$ cat src/rtl/breathing_pwm_pkg.sv
`default_nettype none
// ============================================================================
//  Module      : breathing_pwm_pkg
//  Description : Shared types for the breathing PWM block (ramp phase
//                encoding and its width).
//  Revision    : 1.0 - initial release
// ============================================================================
package breathing_pwm_pkg;

    localparam int PHASE_W = 2;

    typedef enum logic [PHASE_W-1:0] {
        S_BOTTOM = 2'b00,
        S_UP     = 2'b01,
        S_TOP    = 2'b10,
        S_DOWN   = 2'b11
    } phase_t;

endpackage : breathing_pwm_pkg
`default_nettype wire

$ cat src/rtl/breathing_pwm_pwm_core.sv
`default_nettype none
// ============================================================================
//  Module      : pwm_core
//  Description : Free-running N-bit PWM counter with a shadow duty register
//                that is reloaded only at period wrap, so a duty change never
//                truncates or stretches the period in progress.
//  Revision    : 1.0 - initial release
// ============================================================================
module pwm_core #(
    parameter int N = 8
) (
    input  logic         clk,
    input  logic         rst,
    input  logic         ena,
    input  logic [N-1:0] duty,
    output logic         out,
    output logic         wrap
);

    logic [N-1:0] r_count;
    logic [N-1:0] r_shadow;
    logic         w_last;

    assign w_last = (r_count == {N{1'b1}});
    assign wrap   = ena & w_last;
    assign out    = ena & (r_count < r_shadow);

    // Counter advances while enabled; the shadow takes the pre-update duty at wrap.
    always_ff @(posedge clk or negedge rst) begin
        if (!rst) begin
            r_count  <= '0;
            r_shadow <= '0;
        end else if (ena) begin
            r_count <= r_count + 1'b1;
            if (w_last) begin
                r_shadow <= duty;
            end
        end
    end

endmodule : pwm_core
`default_nettype wire

$ cat src/rtl/breathing_pwm.sv
`default_nettype none
// ============================================================================
//  Module      : breathing_pwm
//  Description : LED "breathing" generator. Each step pulse advances a duty
//                ramp (dwell at bottom, ramp up, dwell at top, ramp down);
//                the ramp duty drives a glitch-free PWM core.
//  Revision    : 1.0 - initial release
// ============================================================================
module breathing_pwm
    import breathing_pwm_pkg::*;
#(
    parameter int N    = 8,
    parameter int HOLD = 4
) (
    input  logic               clk,
    input  logic               rst,
    input  logic               ena,
    input  logic               step,
    input  logic [N-1:0]       max_duty,
    output logic               out,
    output logic [N-1:0]       duty,
    output logic [PHASE_W-1:0] phase,
    output logic               wrap
);

    localparam logic [7:0] c_HOLD_LAST = 8'(HOLD - 1);

    phase_t       r_phase;
    logic [N-1:0] r_duty;
    logic [7:0]   r_hold_cnt;
    logic         w_adv;
    logic [N-1:0] w_up_next;

    assign w_adv     = ena & step;
    // Clamp to the ceiling if it was lowered below the current duty mid-ramp.
    assign w_up_next = (r_duty < max_duty) ? (r_duty + 1'b1) : max_duty;

    assign duty  = r_duty;
    assign phase = r_phase;

    // Ramp state machine: moves one stage per enabled step pulse.
    always_ff @(posedge clk or negedge rst) begin
        if (!rst) begin
            r_phase    <= S_BOTTOM;
            r_duty     <= '0;
            r_hold_cnt <= '0;
        end else if (w_adv) begin
            case (r_phase)
                S_BOTTOM: begin
                    if (r_hold_cnt == c_HOLD_LAST) begin
                        r_hold_cnt <= '0;
                        r_phase    <= S_UP;
                    end else begin
                        r_hold_cnt <= r_hold_cnt + 8'd1;
                    end
                end
                S_UP: begin
                    r_duty <= w_up_next;
                    if (w_up_next >= max_duty) begin
                        r_hold_cnt <= '0;
                        r_phase    <= S_TOP;
                    end
                end
                S_TOP: begin
                    if (r_hold_cnt == c_HOLD_LAST) begin
                        r_hold_cnt <= '0;
                        r_phase    <= S_DOWN;
                    end else begin
                        r_hold_cnt <= r_hold_cnt + 8'd1;
                    end
                end
                S_DOWN: begin
                    if (r_duty == '0) begin
                        r_hold_cnt <= '0;
                        r_phase    <= S_BOTTOM;
                    end else begin
                        r_duty <= r_duty - 1'b1;
                        if (r_duty == {{(N-1){1'b0}}, 1'b1}) begin
                            r_hold_cnt <= '0;
                            r_phase    <= S_BOTTOM;
                        end
                    end
                end
                default: begin
                    r_phase <= S_BOTTOM;
                end
            endcase
        end
    end

    pwm_core #(
        .N (N)
    ) u_pwm_core (
        .clk  (clk),
        .rst  (rst),
        .ena  (ena),
        .duty (r_duty),
        .out  (out),
        .wrap (wrap)
    );

endmodule : breathing_pwm
`default_nettype wire
$ cat config.mk
export PLATFORM = sky130hd
export DESIGN_NAME = breathing_pwm
export DESIGN_NICKNAME = d
export VERILOG_FILES = /design/src/rtl/breathing_pwm_pkg.sv /design/src/rtl/breathing_pwm_pwm_core.sv /design/src/rtl/breathing_pwm.sv
export SDC_FILE = /design/constraint.sdc
export NUM_CORES = 1
export LEC_CHECK = 0
export ABC_AREA = 1
export CAP_MARGIN = 0
export CORE_UTILIZATION = 55
export CTS_CLUSTER_SIZE = 28
export DETAILED_ROUTE_END_ITERATION = 6
export GPL_TIMING_DRIVEN = 0
export PLACE_DENSITY_LB_ADDON = 0.12
export SETUP_SLACK_MARGIN = 0.3
export SYNTH_ARGS = -nofsm -noshare
export SYNTH_HDL_FRONTEND = slang
export SYNTH_SLANG_ARGS = --single-unit
export TNS_END_PERCENT = 100
$ cat constraint.sdc
create_clock -name clk -period 6.2 [get_ports clk]
set_clock_uncertainty 0.05 [all_clocks]
set_input_delay 1.86 -clock clk [delete_from_list [all_inputs] [get_ports clk]]
set_output_delay 1.86 -clock clk [all_outputs]
set_load 0.01 [all_outputs]
==> results.py, run 1 <==
metrics = {
    "logic_synthesis": {
        "yosysMostFrequentCell": "nand2_1",
        "syn_inst": 368,
        "synth_edf_count": 0,
        "synth-seq-area-share_pct": 30.64,
        "synth_warnings": 0,
        "synth-simple-area-share_pct": 31.41,
        "synthTopCellsByCount": "nand2_1 (101), inv_1 (47), dfrtp_1 (34)",
        "synth_top_area_cell": "dfrtp_1",
        "synth.net_count": 412,
        "synth_xor_area_share_pct": 3.785,
        "muxShareOfSynthArea_pct": 0.4056,
        "synth_seq_cells": 34,
        "synth_area_leaders": "dfrtp_1 (31%), ha_1 (14%), nand2_1 (14%)",
        "synth-main-ff-cell": "dfrtp_1",
        "synth-adder-area-share_pct": 14.42,
        "syn_area_um2": 2776,
        "synth.avg_cell_area_um2": 7.545,
        "synth_top_family_by_area": "simple AND/OR/NAND/NOR gates",
        "synth_top_area_share_pct": 30.64,
        "async_reset_ff_share_pct": 100.0,
        "synth_compound_area_share_pct": 9.824,
        "synth_cell_types": 37,
    },
    "setup_path": {
        "critPathMaxFanout": 10,
        "crit_path_end_kind": "output pin",
        "worstPathArrival_ns": 3.35,
        "cp_slowest_cell": "clkdlybuf4s50_1",
        "critPathRequiredTime_ns": 4.29,
        "crit_family": "buffers and inverters",
        "startpoint_type": "input pin",
        "r2r-end": "r_hold_cnt[7]",
        "reg2reg_from": "duty[6]",
        "critPathBufInv": 3,
        "worstSetupPathType": "input pin to output pin",
        "reg2reg_slack_ns": 2.84,
        "reg2regPathDepth": 16,
        "critPathMaxStageDelay_ns": 0.54,
        "path_cells": "buf_4 -> nand2_2 -> nor2_2 -> nand2_1 -> nor3_4 -> buf_4 -> clkdlybuf4s50_1",
        "crit_top_cell": "buf_4",
    },
    "drt": {
        "first_iter_violations": 77,
        "drtPass1Iterations": 6,
        "drc_errors": 0,
        "viasPerCell": 5.258,
        "drt-total-wl_um": 5745,
        "final_antenna_net_count": 0,
        "wl_per_cell_um": 12.35,
        "vias": 2445,
    },
    "finish": {
        "antenna_cells": 0,
        "layout-drive-gt1-share_pct": 11.06,
        "fin_nets": 441,
        "fin_cells": 465,
        "fin_area_um2": 3218,
        "post-route-util_pct": 67.24,
        "synthToLayoutAreaGrowth_pct": 15.91,
    },
    "clock_tree": {
        "cts_sinks": 34,
        "clk_pin_slew_ns": 0.08,
        "cts_setup_buffers": 0,
        "clockRootBuffer": "clkbuf_8",
        "clk_path_buf_depth": 2,
        "htreeDepth": 2,
        "cts_resized": 0,
        "tritoncts": "done",
        "clk-insertion-delay-late_ns": 0.29,
        "postCtsHoldBufs": 0,
        "numCtsBuffers": 5,
    },
    "place": {
        "post-place-ws_ns": 0.9464,
        "hpwl_um": 4341,
        "io_buffers": 22,
        "dpl.cell_count": 457,
        "gp_congestion": 0.8882,
        "place_area_um2": 3075,
    },
    "sta": {
        "worst-slew-pin-transition_ns": 0.7360,
        "hold_viol": 0,
        "finalCriticalPeriod_ns": 5.263,
        "setup_slack_ns": 0.9373,
        "rsz0062_at_grt": "no",
        "slew_viol_final": 0,
        "setup_violations": 0,
        "finalCritPeriodShare_pct": 84.88,
        "finalSetupTns_ns": 0,
        "max_slew_margin_pct": 50.93,
        "timing.fmax_mhz": 190.0,
    },
    "pwr": {
        "netSwitchingPower_mw": 0.6912,
        "powerDensity_nw_per_um2": 479.7,
        "p_clk_share_pct": 16.6,
        "pwr-share-comb_pct": 55.1,
        "irDropWorstVdd_mv": 0.2893,
        "seqPwrFrac_pct": 28.3,
        "p_int_mw": 0.8524,
        "p_leak_nw": 1.654,
        "p_sw_share_pct": 44.78,
    },
    "worst_hold_path": {
        "worstHoldPathCells": 1,
        "hp-class": "flip-flop to flip-flop",
        "holdPathEnd": "u_pwm_core.r_shadow[0]",
        "hp-start": "u_pwm_core.r_shadow[0]",
    },
    "die": {
        "core.rowCount": 25,
        "core_area_um2": 4786,
        "die_y_um": 73.05,
        "initial_core_util_pct": 58.01,
        "dieArea_um2": 5336,
        "die_w_um": 73.05,
        "ioPinCount": 24,
    },
    "global_routing": {
        "globalRouteOverflowTotal": 0,
        "grt_pass1_vias": 2176,
        "grt_max_degree": 35,
        "grtUsageTotal_pct": 23.96,
        "antenna_found_initial": 0,
        "grt_pass1_wl_um": 9922,
    },
    "job": {
        "cap_violations": 0,
    },
    "outcome": {
        "status": "finished, final reports clean",
    },
}
==> power groups by stage <==
stage	logic (mW)	clock network [mW]	registers, mW
finish	0.851	0.257	0.436
global route	0.981	0.270	0.453
CTS	0.855	0.259	0.436
detailed placement	0.848	0	0.440
global placement	0.823	0	0.436
floorplan	0.631	0	0.418
==> worst max-delay path by stage <==
| stage | start | to | cells past startpoint |
|---|---|---|---|
| detailed placement | ena | wrap | 7 |
| floorplan | ena | wrap | 6 |
| CTS | ena | wrap | 7 |
| finish | ena | wrap | 7 |
| global route | ena | wrap | 7 |
| global placement | ena | wrap | 7 |
==> per-layer routing <==
metal	routed length, um	global-route usage [%]	vias to the layer above
li1	-	-	1248
met1	2822	34.20	1155
met2	2695	38.58	34
met3	185	3.729	8
met4	41	4.357	0
met5	0	0	-
==> state kept, by name (all words and copies together), names as in the netlist <==
register and cells:
r_hold_cnt 8, phase 2, u_pwm_core.r_shadow 8, duty 8, u_pwm_core.r_count 8
==> stage by stage <==
step / total power, mW / hold slack (ns)
final: 1.544 / 0.4402
after global routing: 1.703 / 0.4567
after CTS: 1.550 / 0.4418
after detailed placement: 1.288 / 0.4252
after global placement: 1.259 / 0.4199
after floorplan: 1.049 / 0.4085
==> layout by cell type, fill, tap and decap left out, types with 2 or more instances in the layout <==
cell and count:
buf_4 2, a31oi_1 2, clkbuf_1 2, nor2_1 24
buf_2 2, nand2_2 3, xor2_1 9, o21a_1 3
ha_1 32, buf_6 4, or2_2 2, inv_1 47
o21ai_0 8, o211ai_1 2, a21oi_1 14, nor2_4 2
inv_2 4, clkdlybuf4s50_1 21, o21ai_2 8, nor2_2 3
nand3_1 30, o21ai_1 7, xnor2_1 3, nand4_1 7
dfrtp_1 34, bufinv_16 2, nand3b_1 3, clkbuf_8 6
nand2_1 101
==> cell families (layout without fill, tap and decap cells) <==
family	count (synthesis)	after routing
AOI/OAI and AO/OA	45	45
xor gates and xnor gates	12	12
and+or+nand+nor	184	184
adders and majority gates	32	32
buffers and inverters	60	90
DFF	34	34
muxes	1	1
==> cell type report <==
class	count	area, um^2
tap	67	83.83
clock inverter	2	60.06
sequential	34	850.8
fill	440	1568
inverter	51	191.4
buffer	9	72.57
multi-input combinational	274	1662
clock buffer	6	82.58
timing repair buffer	22	215.2
No activity file was read; power rests on OpenSTA's default activity.
==> inputs of run 2 (changes only) <==
--- a/config.mk
+++ b/config.mk
@@ -7,7 +7,7 @@
 export LEC_CHECK = 0
 export ABC_AREA = 1
 export CAP_MARGIN = 0
-export CORE_UTILIZATION = 55
+export CORE_UTILIZATION = 53
 export CTS_CLUSTER_SIZE = 28
 export DETAILED_ROUTE_END_ITERATION = 6
 export GPL_TIMING_DRIVEN = 0
==> constraint.sdc (replaced) <==
create_clock -name clk -period 4.2 [get_ports clk]
set_clock_uncertainty 0.05 [all_clocks]
set_input_delay 1.26 -clock clk [delete_from_list [all_inputs] [get_ports clk]]
set_output_delay 1.26 -clock clk [all_outputs]
set_load 0.01 [all_outputs]
==> run 2 against run 1 <==
Net effect: clock power rose by 21%; register-to-register slack worse by 1.6 ns; cell area grew 6.3%; count of clock-buffer cells in the layout unchanged; critical endpoint is now r_hold_cnt[4]; flip-flop and latch count unchanged; sequential share of layout area shrank 1.6 points; largest cell class unchanged; critical path depth grew 12; sequential power up 49%; routed wire length increased by 11%; non-clock buffer count up 7.
==> results.py, run 2 (synthesized netlist as in run 1, its figures left out) <==
metrics = {
    "outcome": {
        "status": "finished, final reports clean",
    },
    "drt": {
        "first_iter_violations": 106,
        "viasPerCell": 5.261,
        "final_antenna_net_count": 0,
        "drt-total-wl_um": 6375,
        "vias": 2478,
        "wl_per_cell_um": 13.54,
        "drc_errors": 0,
        "drtPass1Iterations": 4,
    },
    "global_routing": {
        "antenna_found_initial": 0,
        "grtUsageTotal_pct": 23.97,
        "grt_pass1_vias": 2319,
        "grt_max_degree": 35,
        "grt_pass1_wl_um": 10090,
        "globalRouteOverflowTotal": 0,
    },
    "setup_path": {
        "critPathMaxStageDelay_ns": 0.48,
        "critPathRequiredTime_ns": 4.34,
        "crit_top_cell": "nand2_1",
        "worstSetupPathType": "input pin to flip-flop",
        "cp_slowest_cell": "clkdlybuf4s50_1",
        "reg2reg_from": "duty[6]",
        "startpoint": "max_duty[5]",
        "critPathMaxFanout": 8,
        "worstPathArrival_ns": 3.99,
        "startpoint_type": "input pin",
        "crit_path_end_kind": "flip-flop",
        "path_cells": "clkdlybuf4s50_1 -> inv_1 -> ha_4 -> a21oi_2 -> o21a_2 -> buf_8 -> nand2_8 -> nand2_1 -> nand2_1 -> inv_1 -> ha_1 -> nand2_2 -> nor2_4 -> nand4_1 -> nand4_4 -> nand2_4 -> buf_6 -> nand2_1 -> o21ai_2",
    },
    "sta": {
        "max_slew_margin_pct": 48.43,
        "hold_viol": 0,
        "finalCriticalPeriod_ns": 3.859,
        "finalCritPeriodShare_pct": 91.87,
        "slew_viol_final": 0,
        "setup_violations": 0,
        "worst-slew-pin-transition_ns": 0.7736,
        "timing.fmax_mhz": 259.2,
        "setup_slack_ns": 0.3414,
        "rsz0062_at_grt": "no",
        "finalSetupTns_ns": 0,
    },
    "clock_tree": {
        "clockRootBuffer": "clkbuf_8",
        "clk-insertion-delay-late_ns": 0.30,
        "clk_pin_slew_ns": 0.08,
        "cts_sinks": 34,
        "tritoncts": "done",
        "clk_path_buf_depth": 2,
        "numCtsBuffers": 5,
        "htreeDepth": 2,
    },
    "die": {
        "ioPinCount": 24,
        "initial_core_util_pct": 56.90,
        "core.rowCount": 25,
        "die_w_um": 74.38,
        "dieArea_um2": 5532,
        "die_y_um": 74.38,
        "core_area_um2": 4880,
    },
    "pwr": {
        "p_leak_nw": 1.733,
        "total_power_mw": 2.407,
        "irDropWorstVdd_mv": 0.4558,
        "powerDensity_nw_per_um2": 703.9,
    },
    "finish": {
        "synthToLayoutAreaGrowth_pct": 23.16,
        "layout_commonest_cell": "nand2_1",
        "antenna_cells": 0,
        "fin_nets": 448,
        "layout-drive-gt1-share_pct": 17.33,
        "mostFrequentLayoutCells": "nand2_1 (97), inv_1 (45), dfrtp_1 (34), nand3_1 (30), ha_1 (28)",
    },
    "place": {
        "gp_congestion": 0.8936,
        "io_buffers": 22,
        "hpwl_um": 4403,
        "post-place-ws_ns": -0.4097,
    },
    "worst_hold_path": {
        "hp-start": "u_pwm_core.r_shadow[0]",
        "hp-class": "flip-flop to flip-flop",
    },
    "job": {
        "cap_violations": 0,
    },
}
==> run 2: cell types whose count changed in the layout (fill, tap and decap cells not counted), sizes merged <==
| cell | change |
|---|---|
| clkbuf | +1 |
| bufinv | -1 |
| clkdlybuf4s50 | -2 |
| dlymetal6s2s | +1 |
| buf | +6 |
| dlygate4sd2 | +1 |
==> run 2: what timing repair did <==
item                                   CTS  global route
hold buffers                             0             0
endpoints found under the hold margin    0             0
setup endpoints to repair               11            10
setup buffers                            3             2
pin swaps                                4             9
resized for setup                        7            28
gates cloned                             0             2
==> run 2: final cells by class <==
cell class	count	area [um^2]
multi-input cells	274	1774
fillers	426	1460
flip-flops and latches	34	850.8
repair buffers	29	315.3
inverters	51	191.4
plain buffers	9	91.34
well taps	67	83.83
clock buffers	6	82.58
clock inverters	1	30.03
==> run 2: final timing paths <==
path,cells after the start,slack (ns),endpoint
min in group asynchronous,1,0.99,u_pwm_core.r_shadow[7]
max in group asynchronous,1,2.61,duty[2]
max reg2reg,17,1.22,r_hold_cnt[4]
min reg2reg,1,0.44,u_pwm_core.r_shadow[0]
min,1,0.44,u_pwm_core.r_shadow[0]
max,19,0.34,r_hold_cnt[4]
==> run 2: metrics by stage <==
step	cell area, um^2	hold WS (ns)	utilization, %	std cells
after floorplan	2776	0.4085	-	368
after global placement	3080	0.4217	63.13	457
after detailed placement	3075	0.4250	63.03	457
after CTS	3231	0.4421	66.21	467
after global routing	3420	0.4776	70.08	471
final	3420	0.4384	70.08	471
==> run 2: power by group <==
part / internal, mW / switching, mW
logic: 0.648 / 0.798
registers: 0.465 / 0.184
clock network: 0.190 / 0.122
==> run 2: metal layers <==
| layer | up-vias | track usage, % | routed length, um |
|---|---|---|---|
| met2 | 56 | 40.74 | 3061 |
| met3 | 11 | 4.336 | 236 |
| met1 | 1145 | 30.56 | 2968 |
| met4 | 0 | 8.386 | 108 |
| li1 | 1266 | - | - |
| met5 | - | 0 | 0 |
==> run 2: worst max-delay path: cells and delay by family <==
kind / cells / cell delay, ns
AND/OR/NAND/NOR: 9 / 0.89
AO/OA/AOI/OAI: 3 / 0.35
adder cells (fa/ha/maj): 2 / 0.57
buffers and inverters: 5 / 0.91
==> inputs of run 3 (changes only) <==
--- a/config.mk
+++ b/config.mk
@@ -8,6 +8,7 @@
 export ABC_AREA = 1
 export CAP_MARGIN = 0
 export CORE_UTILIZATION = 53
+export CTS_CLUSTER_DIAMETER = 200
 export CTS_CLUSTER_SIZE = 28
 export DETAILED_ROUTE_END_ITERATION = 6
 export GPL_TIMING_DRIVEN = 0
==> results of run 3 <==
No change in the layout: final DEF, timing and power equal those of run 2.
